===== src/rtl/svi_bus_arbiter.sv =====
// svi_bus_arbiter: round-robin arbiter that moves one requester's x/y/z
// payload onto a shared registered bus, waits for the downstream ack, then
// inserts HOLD_CYCLES dead cycles plus one idle cycle before the next grant.
module svi_bus_arbiter #(
    parameter int NUM_REQ     = 4,
    parameter int WIDTH       = 8,
    parameter int HOLD_CYCLES = 2
) (
    input  logic                       i_clk,
    input  logic                       i_rst,
    input  logic [NUM_REQ-1:0]         i_req,
    input  logic [NUM_REQ*WIDTH-1:0]   i_x,
    input  logic [NUM_REQ*WIDTH-1:0]   i_y,
    input  logic [NUM_REQ*WIDTH-1:0]   i_z,
    input  logic                       i_ack,
    output logic [NUM_REQ-1:0]         o_gnt,
    output logic [WIDTH-1:0]           o_x,
    output logic [WIDTH-1:0]           o_y,
    output logic [WIDTH-1:0]           o_z,
    output logic                       o_valid,
    output logic [$clog2(NUM_REQ)-1:0] o_src,
    output logic                       o_busy,
    output logic [15:0]                o_xfer_cnt
);

    localparam int SRC_W = $clog2(NUM_REQ);

    typedef enum logic [1:0] {
        ST_IDLE,
        ST_SEND,
        ST_GAP
    } state_t;

    state_t           state;
    state_t           state_nxt;
    logic [3:0]       gap_cnt;
    logic [SRC_W-1:0] last_winner;
    logic [SRC_W-1:0] winner;
    logic             found;

    // Round-robin search: first requester at or after last_winner+1, with wrap.
    always_comb begin
        // NOTE: every always_comb output gets a default first, so no path can leave it unassigned and infer a latch.
        winner = '0;
        found  = 1'b0;
        for (int k = 1; k <= NUM_REQ; k++) begin
            if (!found && i_req[(int'(last_winner) + k) % NUM_REQ]) begin
                winner = SRC_W'((int'(last_winner) + k) % NUM_REQ);
                found  = 1'b1;
            end
        end
    end

    // Next-state logic: IDLE arbitrates, SEND waits for ack, GAP burns dead cycles.
    always_comb begin
        state_nxt = state;
        case (state)
            ST_IDLE: if (found) state_nxt = ST_SEND;
            ST_SEND: if (i_ack) state_nxt = (HOLD_CYCLES > 0) ? ST_GAP : ST_IDLE;
            ST_GAP:  if (gap_cnt <= 4'd1) state_nxt = ST_IDLE;
            default: state_nxt = ST_IDLE;
        endcase
    end

    // State register.
    always_ff @(posedge i_clk or posedge i_rst) begin
        // NOTE: clocked state uses non-blocking assignments so every register samples pre-edge values.
        if (i_rst) state <= ST_IDLE;
        else       state <= state_nxt;
    end

    // Payload, grant, gap counter and transfer counter registers.
    always_ff @(posedge i_clk or posedge i_rst) begin
        // NOTE: every datapath register is reset here; a mid-transfer reset must drop the bus to a known all-zero state.
        if (i_rst) begin
            o_gnt       <= '0;
            o_x         <= '0;
            o_y         <= '0;
            o_z         <= '0;
            o_src       <= '0;
            o_xfer_cnt  <= '0;
            gap_cnt     <= '0;
            last_winner <= SRC_W'(NUM_REQ - 1);
        end else begin
            // Grant is a single-cycle pulse; default it low every edge.
            o_gnt <= '0;
            case (state)
                ST_IDLE: begin
                    if (found) begin
                        o_x         <= i_x[int'(winner) * WIDTH +: WIDTH];
                        o_y         <= i_y[int'(winner) * WIDTH +: WIDTH];
                        o_z         <= i_z[int'(winner) * WIDTH +: WIDTH];
                        o_src       <= winner;
                        last_winner <= winner;
                        o_gnt       <= NUM_REQ'(1) << winner;
                    end
                end
                ST_SEND: begin
                    if (i_ack) begin
                        o_xfer_cnt <= o_xfer_cnt + 16'd1;
                        gap_cnt    <= 4'(HOLD_CYCLES);
                    end
                end
                ST_GAP: begin
                    gap_cnt <= gap_cnt - 4'd1;
                end
                default: begin
                    gap_cnt <= '0;
                end
            endcase
        end
    end

    // Status flags decode straight from the state register, so reset clears them asynchronously.
    assign o_valid = (state == ST_SEND);
    assign o_busy  = (state != ST_IDLE);

endmodule


===== config.mk =====
export PLATFORM = sky130hd
export DESIGN_NAME = svi_bus_arbiter
export DESIGN_NICKNAME = d
export VERILOG_FILES = /design/src/rtl/svi_bus_arbiter.sv
export SDC_FILE = /design/constraint.sdc
export NUM_CORES = 1
export LEC_CHECK = 0
export BUFFER_PORTS_ARGS = -buffer_cell sky130_fd_sc_hd__buf_2
export CAP_MARGIN = 5
export CORE_ASPECT_RATIO = 1.1
export CORE_MARGIN = 2
export CORE_UTILIZATION = 30
export DETAILED_ROUTE_END_ITERATION = 7
export PLACE_DENSITY_LB_ADDON = 0.15
export REMOVE_ABC_BUFFERS = 1
export SETUP_SLACK_MARGIN = 0.02
export SLEW_MARGIN = 20
export SYNTH_ARGS = -nofsm -noshare
export SYNTH_HDL_FRONTEND = slang
export SYNTH_SLANG_ARGS = --single-unit

===== constraint.sdc =====
create_clock -name i_clk -period 2.4 [get_ports i_clk]
set_input_delay 0.24 -clock i_clk [delete_from_list [all_inputs] [get_ports i_clk]]
set_output_delay 0.24 -clock i_clk [all_outputs]
set_load 0.05 [all_outputs]

After elaboration in Yosys (flattened, before gate mapping)
Index checks and enable logic that the tools add are counted.
{"block": "op_classes", "add_sub_neg": 6, "order_cmp": 5, "eq_ne": 5, "shift": 4, "mux": 28, "n_bitwise": 5, "n_reduce_logical": 16}
{"cell": "32-bit by 6-bit indexed part select with 8-bit output", "count": 3}
{"cell": "16-bit by 1-bit adder with 16-bit output (second input constant)", "count": 1}
{"cell": "3-bit by 4-bit < comparator with 1-bit output (second input constant)", "count": 4}
{"cell": "2-bit two-way mux", "count": 7}
{"cell": "1-bit two-way mux", "count": 12}
{"cell": "4-bit two-way mux", "count": 3}
{"cell": "4-bit case mux with 3 select lines", "count": 1}
{"cell": "1-bit binary-select mux with 2-bit select", "count": 4}
{"cell": "2-bit OR reduction", "count": 4}
{"cell": "2-bit != test (second input constant)", "count": 3}
{"cell": "2-bit case mux with 3 select lines", "count": 1}
{"cell": "2-bit AND reduction", "count": 3}
{"cell": "2-bit by 1-bit adder with 2-bit output (second input constant)", "count": 2}
{"cell": "2-bit adder (second input constant)", "count": 2}
{"cell": "1-bit AND (first input constant)", "count": 4}
{"cell": "4-bit by 1-bit <= comparator with 1-bit output (second input constant)", "count": 1}
{"cell": "1-bit by 2-bit left shift with 4-bit output (first input constant)", "count": 1}
{"cell": "4-bit by 1-bit subtractor with 4-bit output (second input constant)", "count": 1}
{"cell": "1-bit logical AND", "count": 3}
{"cell": "1-bit zero test", "count": 3}
{"cell": "3-bit AND reduction", "count": 1}
{"cell": "2-bit by 1-bit equality test with 1-bit output (second input constant)", "count": 1}
{"cell": "2-bit equality test (second input constant)", "count": 1}
{"cell": "2-bit zero test", "count": 1}
{"cell": "other kinds (2)", "count": 2}
{"block": "totals", "register_bits": 54, "in_bits": 103, "out_inout_bits": 48, "word_cells": 78}

Longest topological paths before layout
Gate-level depths: netlist of run 1.
{"block": "logic_depth", "word_depth": 19, "depth_mapped": 8, "mapped_depth_nobuf": 7}

Worst setup path after synthesis of run 1
OpenSTA, ideal clock, no wires.
{"block": "synth_path", "kind": "reg-to-reg", "startpoint": "register state[1]", "endpoint": "register o_xfer_cnt[15]", "t_arrival_ns": 1.991, "setup_slack_ns": 0.269, "stages_incl_launch_ff": 8, "n_path_buf": 0, "synth_period_minus_slack_ns": 2.131, "path_cell_list": "dfrtp_1 -> inv_1 -> ha_1 -> and3_1 -> nand3_1 -> nor3_2 -> nand4_1 -> xnor2_1"}
{"block": "synth_between", "elab_chain_len": 2}
{"element": "start, declared", "line": "34", "source": "state_t state;"}
{"element": "start signal, assigned", "line": "69", "source": "else state <= state_nxt;"}
{"element": "2-bit by 1-bit equality test with 1-bit output"}
{"element": "named net o_valid", "line": "20", "source": "output logic o_valid,"}
{"element": "2-bit AND reduction (no source line)"}
{"element": "end signal, assigned", "line": "100", "source": "o_xfer_cnt <= o_xfer_cnt + 16'd1;"}
{"element": "end, declared", "line": "23", "source": "output logic [15:0] o_xfer_cnt"}
The timed path passes the listed nets, and every way through them passes these cells.
A chain may end at the register's enable or synchronous reset.

Final worst setup path of run 1
{"block": "layout_path", "startpoint": "register state[1]", "endpoint": "register o_xfer_cnt[15]"}
{"block": "layout_between", "elab_chain_len": 2}
{"element": "2-bit by 1-bit equality test with 1-bit output", "line": "87", "source": "case (state)"}
{"element": "2-bit AND reduction (no source line)"}
No other way between the ends.

==> qor.txt, run 1 <==
Cells after Synth = 330
Initial antenna violation count = 0
Yosys warnings = 0
WL per Instance = 14.39 um
Hold_buf cts = 0
CP Data Required Time = 2580 ps
Worst hold slack = -7.052 ps
GRT Overall Usage = 16.18%
Master of the slowest instance on the critical path = dfrtp_1
PortBufs = 150
RSZ-0062 raised after global routing = false
Setup Fix Bufs, Post-CTS = 0
DP Wirelength = 6763 um
DRC Markers = 0
Worst slack, placed = 485.5 ps
Fin nets = 587
Register area share after synthesis = 42.95%
Final setup fails = 0
Post-Syn Area = 0.003152 mm2
Post-DP Area = 0.004050 mm2
Drt first pass iters = 4
Critical path's largest stage delay = 400 ps
CTS Sinks = 54
Die area = 0.01134 mm2
First-pass GRT wire length = 14870 um
Setup CP Type = flop to flop
Post-synth top area share = 41.29%
Starting Density = 30.61%
Total gr overflow = 0
Pin count of the biggest net entering global routing = 37
Crit share post-route = 79.37%
Crit-path cells = inv_1, ha_1, and3_1, nand3_1, nor3_2, nand4_1, xnor2_1
Worst setup SP type = flop
Max-cap violation count = 0
Count leader, synth = nand2_1
Synth area leaders = dfrtp_1 (41%), mux2_2 (7.1%), nand2_1 (6.4%)
Detailed-route via count = 2961
Vias in the first global route = 3060
Violated checks = hold timing
CTS tree = yes
Initial DRC count = 138
Setup ws final = 495.2 ps
Final instance area = 0.004202 mm2
Clock-pin slew on the worst setup and hold paths = 70 ps
Setup Skew = 6.714 ps
Clock latency on the worst-skew pair = 290 ps
Count of flip-flops with a built-in enable after synthesis = 0
Avg Synthesized Cell Area = 9.551 um2
Asr flop ratio synth = 100.0%
Status = finished, violations left
Core region area = 0.01030 mm2
Gp weighted congestion = 0.7804
PostCTS Resize Cnt = 0
Area Growth Syn to Fin = 33.31%
ANT cells = 0
FP Rows = 39
Num CTS Buffers = 5
Ys flop type = dfrtp_1
Worst Hold Class = input pin to asynchronous set/reset pin
Max_slew headroom = 62.95%
Routed Wire Length = 8949 um
CP Max Fanout = 7
Power Density = 1352 mW/mm2
Share of layout cells above drive strength 1 = 44.47%
Max Clk Rate = 0.5250 GHz
Max IR drop VDD = 0.6221 mV
H-tree Lvls = 2
CTS Root Cell = clkbuf_16
Arrival @ worst endpoint = 2090 ps
I/O pin cnt = 151
DRT antenna net count = 0
Slew Limit Fails = 0
CP endpoint kind = flop
Die W = 101.7 um
Min cycle time layout = 1905 ps
Worst Tran Pin Value = 554.9 ps
Static leakage = 2.024 nW
Final Hold Vio Count = 24
Total Neg Setup Slack = 0 ps
FF+latch count, synth = 54
Max Buffers Root-to-Sink = 2
Via/cell ratio = 4.760
Die height = 111.5 um
Synth cell types = 45
Post-synth top cells = nand2_1 (54), dfrtp_1 (52), nor2_1 (35)
Post-synth top area cell = dfrtp_1
cell usage in the layout (no fill, tap or decap), drive strengths merged, types with 2 or more instances in the layout:
| cell | instances |
|---|---|
| buf | 161 |
| nand2 | 54 |
| dfrtp | 52 |
| nor2 | 35 |
| a21oi | 29 |
| mux2 | 21 |
| a221oi | 20 |
| xnor2 | 13 |
| o21ai | 10 |
| inv | 10 |
| nand3 | 7 |
| nand4 | 6 |
| a31oi | 6 |
| ha | 6 |
| nor2b | 6 |
| clkbuf | 5 |
| nor3 | 5 |
| nand2b | 3 |
| and2 | 3 |
| a222oi | 3 |
| nand3b | 3 |
| o211a | 2 |
| and3 | 2 |
| and4 | 2 |
| xor2 | 2 |
| dfstp | 2 |
metal layers:
metal / part of all wire [%] / vias to the layer above / track usage (%)
li1: - / 1461 / -
met4: 0.47 / 0 / 2.973
met1: 43 / 1387 / 20.17
met3: 8.1 / 2 / 4.771
met5: 0 / - / 0
met2: 49 / 111 / 27.72
report_power, final:
group | leakage, nW | switching (mW) | internal [mW]
Clock | 0.0748 | 0.345 | 0.397
Combinational | 1.29 | 2.35 | 1.07
Sequential | 0.664 | 0.239 | 1.28
layout make-up:
class	instances	area, um2
Clock buffer	5	125.1
Clock inverter	3	26.28
Fill cell	1067	6095
Tap cell	143	178.9
Sequential cell	54	1354
Inverter	8	30.03
Multi-Input combinational cell	248	1642
Timing Repair Buffer	161	845.8
critical path, delay by kind of cell, from the launching register on:
family / cells / cell delay, ps
simple gates: 4 / 880
flops: 1 / 400
fa+ha+maj: 1 / 280
xor+xnor: 1 / 140
buf+inv: 1 / 90
path summary, 6_finish.rpt:
kind | slack (ps) | depth (start not counted) | to | start
max | 500 | 7 | o_xfer_cnt[15]$_DFFE_PP0P_ | state[1]$_DFFE_PP0P_
min | -7 | 2 | o_xfer_cnt[13]$_DFFE_PP0P_ | i_rst
max reg2reg | 500 | 7 | o_xfer_cnt[15]$_DFFE_PP0P_ | state[1]$_DFFE_PP0P_
min reg2reg | 470 | 1 | o_xfer_cnt[15]$_DFFE_PP0P_ | o_xfer_cnt[15]$_DFFE_PP0P_
max in group asynchronous | 1700 | 3 | last_winner[1]$_DFFE_PP1P_ | i_rst
min in group i_clk | 210 | 3 | o_y[7]$_DFFE_PP0P_ | i_y[23]
state kept, by name, summed over array words and instances, names as in the netlist:
name and count:
last_winner 2, o_y 8, o_gnt 4, gap_cnt 4
o_x 8, o_src 2, o_z 8, state 2
o_xfer_cnt 16
cells by family after synthesis:
group | Yosys count | share of synthesized area (%)
simple gates | 128 | 18.54
compound gates | 77 | 18.78
flops | 54 | 42.95
buf+inv | 28 | 5.240
mux | 22 | 7.940
xor+xnor | 15 | 4.168
fa+ha+maj | 6 | 2.382
stage by stage:
stage	utilization [%]	power, mW	std cells
2_1_floorplan	-	4.012	310
3_3_place_gp	39.34	4.966	614
3_5_place_dp	39.34	4.996	614
4_1_cts	40.81	5.768	622
5_1_grt	40.81	6.115	622
6_report	40.81	5.681	622
(Power assumes the default switching activity.)
==> inputs of run 2 (changes only) <==
ABC_AREA = 1   (was not set)
clock period = 1.9 ns   (was 2.4 ns; I/O delays follow)
==> run 2 against run 1 <==
Compared with the run above: the run ends with setup timing left; count of clock-buffer cells in the layout unchanged; register-to-register slack worse by 650 ps; sequential cell count unchanged; non-clock buffer count is 34 higher; sequential power increased by 24%.
==> qor.txt, run 2 <==
Status = finished, violations left
Violated checks = setup timing
Post-synth top area cell = dfrtp_1
Die area = 0.01319 mm2 (+16%)
Max IR drop VDD = 1.218 mV (+96%)
ANT cells = 0 (unchanged)
Setup Skew = 9.572 ps (+2.858 ps)
WL per Instance = 13.07 um (-9.2%)
Initial DRC count = 165 (+20%)
Vias in the first global route = 3753 (+23%)
Util after Layout = 43.81% (+3.0 points)
Max Clk Rate = 0.4869 GHz (-7.3%)
Worst Tran Pin Value = 407.2 ps (-147.6 ps)
Core region area = 0.01203 mm2 (+17%)
Most frequent cells in the layout = nand2_1 (276), buf_2 (150), dfrtp_1 (52), nand3_1 (36), buf_4 (29)
Final instance area = 0.005273 mm2 (+25%)
First-pass GRT wire length = 17440 um (+17%)
Worst setup SP type = flop
Post-synth top cells = nand2_1 (287), dfrtp_1 (52), nand3_1 (38)
Ys flop type = dfrtp_1
Setup CP Type = flop to flop
Post-Syn Area = 0.003687 mm2 (+17%)
Clock-pin slew on the worst setup and hold paths = 80 ps (about the same)
PortBufs = 150 (unchanged)
Worst Hold Class = input pin to flop
Pin count of the biggest net entering global routing = 55 (+49%)
Max reg flops = 16 (unchanged)
Min cycle time layout = 2054 ps (+149.1 ps)
CP endpoint kind = flop
Register area share after synthesis = 36.72% (-6.2 points)
Num CTS Buffers = 5 (unchanged)
Starting Density = 30.64% (about the same)
RSZ-0062 raised after global routing = true
Yosys warnings = 0 (unchanged)
Avg Synthesized Cell Area = 6.918 um2 (-28%)
# fillers = 1276 (+20%)
H-tree Lvls = 2 (unchanged)
Crit share post-route = 108.1% (+29 points)
Die W = 109.7 um (+7.8%)
CTS Sinks = 54 (unchanged)
Post-synth top area share = 35.29% (-6.0 points)
Total gr overflow = 0 (unchanged)
Final Hold Vio Count = 0 (-100%)
DRT antenna net count = 0 (unchanged)
Count of flip-flops with a built-in enable after synthesis = 0 (unchanged)
Post-DP Area = 0.004817 mm2 (+19%)
Arrival @ worst endpoint = 2250 ps (+160 ps)
Via/cell ratio = 4.529 (-4.9%)
Static leakage = 3.095 nW (+53%)
CP Max Fanout = 15 (+8)
FP Rows = 42 (+7.7%)
DRC Markers = 0 (unchanged)
Power Density = 2352 mW/mm2 (+74%)
Final setup fails = 30 (+30)
Synth area leaders = dfrtp_1 (35%), nand2_1 (29%), nand3_2 (5.7%)
FF+latch count, synth = 54 (unchanged)
Max Buffers Root-to-Sink = 2 (unchanged)
Largest Register = o_xfer_cnt
Gp weighted congestion = 0.8748 (+12%)
Initial antenna violation count = 0 (unchanged)
Drt first pass iters = 4 (unchanged)
Clock latency on the worst-skew pair = 300 ps (about the same)
Area Growth Syn to Fin = 42.99%
Synth cell types = 31 (-31%)
Routed Wire Length = 11330 um (+27%)
Die height = 120.3 um (+7.9%)
Commonest non-fill, non-tap cell in the layout = nand2_1
Max_slew headroom = 72.75% (+9.8 points)
Total Neg Setup Slack = -3070 ps (-3070 ps)
CP Data Required Time = 2090 ps (-490 ps)
Cells after Synth = 533 (+62%)
Share of layout cells above drive strength 1 = 38.29% (-6.2 points)
Fin nets = 821 (+40%)
Detailed-route via count = 3927 (+33%)
Asr flop ratio synth = 100.0% (unchanged)
GRT Overall Usage = 16.76% (+0.58 points)
Setup ws final = -154.0 ps (-649.1 ps)
Slew Limit Fails = 0 (unchanged)
Max-cap violation count = 0 (unchanged)
DP Wirelength = 8046 um (+19%)
Count leader, synth = nand2_1
I/O pin cnt = 151 (unchanged)
CTS Root Cell = clkbuf_16
CTS tree = yes
[run 2: cell types whose count changed in the layout (fill, tap and decap cells not counted), sizes merged, moves of 6 or more]
cell / previous run / this run
nand2: 54 / 300
inv: 10 / 34
xnor2: 13 / 4
nor2b: 6 / 0
nand3: 7 / 59
a221oi: 20 / 0
buf: 161 / 193
a21oi: 29 / 4
nor2: 35 / 14
xor2: 2 / 12
mux2: 21 / 0
[run 2: power breakdown]
group	internal, mW	switching (mW)	leakage, nW	total, mW
Sequential	1.61	0.281	0.674	1.89
Clock	0.630	0.450	0.0844	1.08
Combinational	3.45	5.97	2.34	9.43
[run 2: cells by family after synthesis]
family          Yosys count  share of synthesized area (%)
buf+inv                  57                          8.585
flops                    54                          36.72
compound gates           15                          2.375
fa+ha+maj                 6                          2.036
xor+xnor                 16                          3.800
simple gates            385                          46.49
[run 2: critical path, cell delays in order (launching register included)]
cell     delay, ps
dfstp_2        580
buf_6          130
nand2_1         70
nand2_2        100
nand2_2         70
nand2_2        100
inv_2           60
nand2_4         90
nor2_4          50
nand2_8         80
nand2_8        100
buf_12         160
nand2_1         50
nand2_1         60
nand2_1         60
nand2_1         60
nand2_1         60
nand2_1         40
[run 2: per-stage QoR]
| stage | total power [mW] | std cells | setup slack [ps] | hold slack, ps |
|---|---|---|---|---|
| floorplan | 7.390 | 508 | -830.5 | 412.4 |
| global placement | 10.22 | 849 | -97.71 | 271.8 |
| detailed placement | 10.31 | 849 | -135.3 | 273.9 |
| CTS | 12.12 | 863 | -130.5 | 263.3 |
| global route | 13.48 | 867 | -287.2 | 301.7 |
| finish | 12.40 | 867 | -154.0 | 266.6 |
[run 2: cell type report]
class	count	area [um2]	share of cell area [%]
timing repair inverter	2	17.52	0.3322
clock inverter	3	47.55	0.9018
timing repair buffer	195	1251	23.73
sequential	54	1354	25.68
multi-input combinational	422	2151	40.79
tap	154	192.7	3.654
inverter	32	133.9	2.539
clock buffer	5	125.1	2.373
[run 2: timing repair]
action	4_1_cts	5_1_grt
endpoints found under the setup margin	34	39
gates cloned	3	1
pin swaps	5	13
hold buffers	1	0
buffers inserted	2	3
hold endpoints to repair	52	0
resized for setup	22	26
[run 2: final timing paths]
path / from / to / slack [ps] / depth (start not counted)
max: last_winner[0]$_DFFE_PP1P_ / o_z[7]$_DFFE_PP0P_ / -150 / 17
min: i_z[10] / o_z[2]$_DFFE_PP0P_ / 270 / 7
max reg2reg: last_winner[0]$_DFFE_PP1P_ / o_z[7]$_DFFE_PP0P_ / -150 / 17
min reg2reg: o_xfer_cnt[15]$_DFFE_PP0P_ / o_xfer_cnt[15]$_DFFE_PP0P_ / 480 / 1
max in group asynchronous: i_rst / last_winner[1]$_DFFE_PP1P_ / 1100 / 4
min in group asynchronous: i_rst / o_y[7]$_DFFE_PP0P_ / 480 / 4
[run 2: layer usage]
| layer | wire length (um) | vias to the layer above | track usage, % | part of all wire, % |
|---|---|---|---|---|
| met5 | 0 | - | 0 | 0 |
| met4 | 167 | 0 | 4.114 | 1.5 |
| met3 | 779 | 13 | 3.774 | 6.9 |
| met2 | 5569 | 124 | 29.28 | 49 |
| met1 | 4814 | 1787 | 20.67 | 42 |
| li1 | - | 2003 | - | - |
==> inputs of run 3 (changes only) <==
TNS_END_PERCENT = 30   (was not set)
==> run 3 against run 2 <==
Compared with the run above: the flow still finishes with violations (setup timing); count of clock-buffer cells in the layout is the same; sequential cell count unchanged; first-iteration DRC count decreased by 5.5%; maximum frequency about the same; via count shrank 0.46%; combinational power down 1%; sequential share of layout area is 0.30 points higher; wire length fell by 0.82%; total power down 0.83%; design area down 1.1%; non-clock buffer count is 3 lower; largest power group unchanged.
==> qor.txt, run 3 (same netlist as run 2, synthesis figures left out) <==
Final setup fails = 30 (unchanged)
Setup Skew = 10.48 ps (+0.9061 ps)
CTS tree = yes
Clock latency on the worst-skew pair = 290 ps (about the same)
Max reg flops = 16 (unchanged)
Crit-path cells = buf_6, nand2_1, nand2_2, nand2_2, nand2_2, inv_2, nand2_4, nor2_4, nand2_8, nand2_8, buf_12, nand2_1, nand2_1, nand2_1, nand2_1, nand2_1, nand2_1
Num CTS Buffers = 5 (unchanged)
Area Growth Syn to Fin = 41.36%
Most frequent cells in the layout = nand2_1 (277), buf_2 (150), dfrtp_1 (52), nand3_1 (36), buf_4 (27)
Min cycle time layout = 2052 ps (-1.741 ps)
Total gr overflow = 0 (unchanged)
CP Max Fanout = 11 (-4)
ANT cells = 0 (unchanged)
R2r startpoint = last_winner[0]$_DFFE_PP1P_
Largest Register = o_xfer_cnt
Cell count along the critical path = 17 (unchanged)
Status = finished, violations left
CP endpoint = o_x[4]$_DFFE_PP0P_
CP endpoint kind = flop
Routed Wire Length = 11240 um (-0.82%)
Max-cap violation count = 0 (unchanged)
Crit path buf inv count = 3 (unchanged)
Initial DRC count = 156 (-5.5%)
Final cell count without fillers = 864 (-0.35%)
Fin nets = 818 (-0.37%)
Via/cell ratio = 4.524 (-0.11%)
Setup ws final = -152.2 ps (+1.741 ps)
First-pass GRT wire length = 17420 um (about the same)
H-tree Lvls = 2 (unchanged)
Static leakage = 3.075 nW (-0.65%)
Violated checks = setup timing
Starting Density = 30.64% (unchanged)
RSZ-0062 raised after global routing = true
Pin count of the biggest net entering global routing = 55 (unchanged)
R2r endpoint = o_x[4]$_DFFE_PP0P_
Total Neg Setup Slack = -3086 ps (-15.60 ps)
Critical path's largest stage delay = 580 ps (about the same)
Die area = 0.01319 mm2 (unchanged)
I/O pin cnt = 151 (unchanged)
Worst setup SP type = flop
Drt first pass iters = 4 (unchanged)
FP Rows = 42 (unchanged)
Crit path max-delay family = simple AND/OR/NAND/NOR gates
Setup CP Type = flop to flop
Worst Hold Class = input pin to flop
Placed instance count = 849 (unchanged)
Max_slew headroom = 72.77% (about the same)
Detailed-route via count = 3909 (-0.46%)
Share of layout cells above drive strength 1 = 37.75% (-0.54 points)
Worst slack, placed = -135.3 ps (unchanged)
Clock-pin slew on the worst setup and hold paths = 80 ps (about the same)
CTS Sinks = 54 (unchanged)
Post-DP Area = 0.004817 mm2 (unchanged)
PortBufs = 150 (unchanged)
Reg2Reg Depth = 17 (unchanged)
Util after Layout = 43.31% (-0.50 points)
Core region area = 0.01203 mm2 (unchanged)
CTS Root Cell = clkbuf_16
Max Buffers Root-to-Sink = 2 (unchanged)
Slew Limit Fails = 0 (unchanged)
GRT Overall Usage = 16.75% (about the same)
Crit share post-route = 108.0% (about the same)
Die height = 120.3 um (unchanged)
Critical Path Source = last_winner[0]$_DFFE_PP1P_
Min-delay src = i_x[24]
Arrival @ worst endpoint = 2240 ps (about the same)
Max IR drop VDD = 1.204 mV (-1.1%)
Reg2reg setup slack = -150 ps (about the same)
Power Density = 2359 mW/mm2 (+0.31%)
WL per Instance = 13.01 um (-0.48%)
DRC Markers = 0 (unchanged)
Gp weighted congestion = 0.8748 (unchanged)
Final Hold Vio Count = 0 (unchanged)
Max Clk Rate = 0.4873 GHz (about the same)
Master of the slowest instance on the critical path = dfstp_2
Final instance area = 0.005213 mm2 (-1.1%)
Crit path top cell by count = nand2_1
Initial antenna violation count = 0 (unchanged)
Die W = 109.7 um (unchanged)
Vias in the first global route = 3755 (+0.053%)
DP Wirelength = 8046 um (unchanged)
Commonest non-fill, non-tap cell in the layout = nand2_1
DRT antenna net count = 0 (unchanged)
CP Data Required Time = 2090 ps (about the same)
Worst Tran Pin Value = 406.9 ps (-0.3104 ps)
run 3: cell types whose count changed in the layout (fill, tap and decap cells not counted), sizes merged:
| cell | delta |
|---|---|
| buf | -3 |
run 3: worst min path at each step:
stage / slack, ps / endpoint / cells past startpoint
after floorplan: 410 / o_xfer_cnt[0]$_DFFE_PP0P_ / 2
after CTS: 260 / o_x[0]$_DFFE_PP0P_ / 7
after global placement: 270 / o_x[1]$_DFFE_PP0P_ / 3
final: 270 / o_x[0]$_DFFE_PP0P_ / 7
after global routing: 300 / o_z[2]$_DFFE_PP0P_ / 7
after detailed placement: 270 / o_xfer_cnt[15]$_DFFE_PP0P_ / 3
run 3: layout make-up:
type                       instances  area (um2)
clock buffer                       5       125.1
inverter                          32       133.9
tap                              154       192.7
clock inverter                     3       47.55
multi-input combinational        422        2117
timing repair inverter             2       17.52
timing repair buffer             192        1225
fill                            1283        6822
sequential                        54        1354
run 3: per-stage QoR:
step	power [mW]	hold slack, ps
global placement	10.22	271.8
CTS	12.12	263.3
global route	13.38	301.7
detailed placement	10.31	273.9
floorplan	7.390	412.4
finish	12.30	267.1
run 3: worst min-delay path: cells and delay by family:
| kind | cells | cell delay, ps |
|---|---|---|
| buffers and inverters | 1 | 80 |
| and+or+nand+nor | 6 | 270 |
run 3: per-layer routing:
| metal | wire length, um | part of all wire (%) | GRT usage (%) |
|---|---|---|---|
| met1 | 4867 | 43 | 20.61 |
| met2 | 5466 | 49 | 29.32 |
| met3 | 736 | 6.5 | 3.774 |
| met5 | 0 | 0 | 0 |
| met4 | 167 | 1.5 | 4.114 |
run 3: power breakdown:
part / switching [mW] / internal (mW)
logic: 5.94 / 3.40
clock network: 0.442 / 0.630
registers: 0.271 / 1.61
run 3: timing repair:
item / CTS / global route
buffers inserted: 2 / 0
pin swaps: 5 / 9
endpoints found under the setup margin: 34 / 39
cloned: 3 / 1
endpoints found under the hold margin: 52 / 0
hold buffers: 1 / 0
resized for setup: 22 / 18
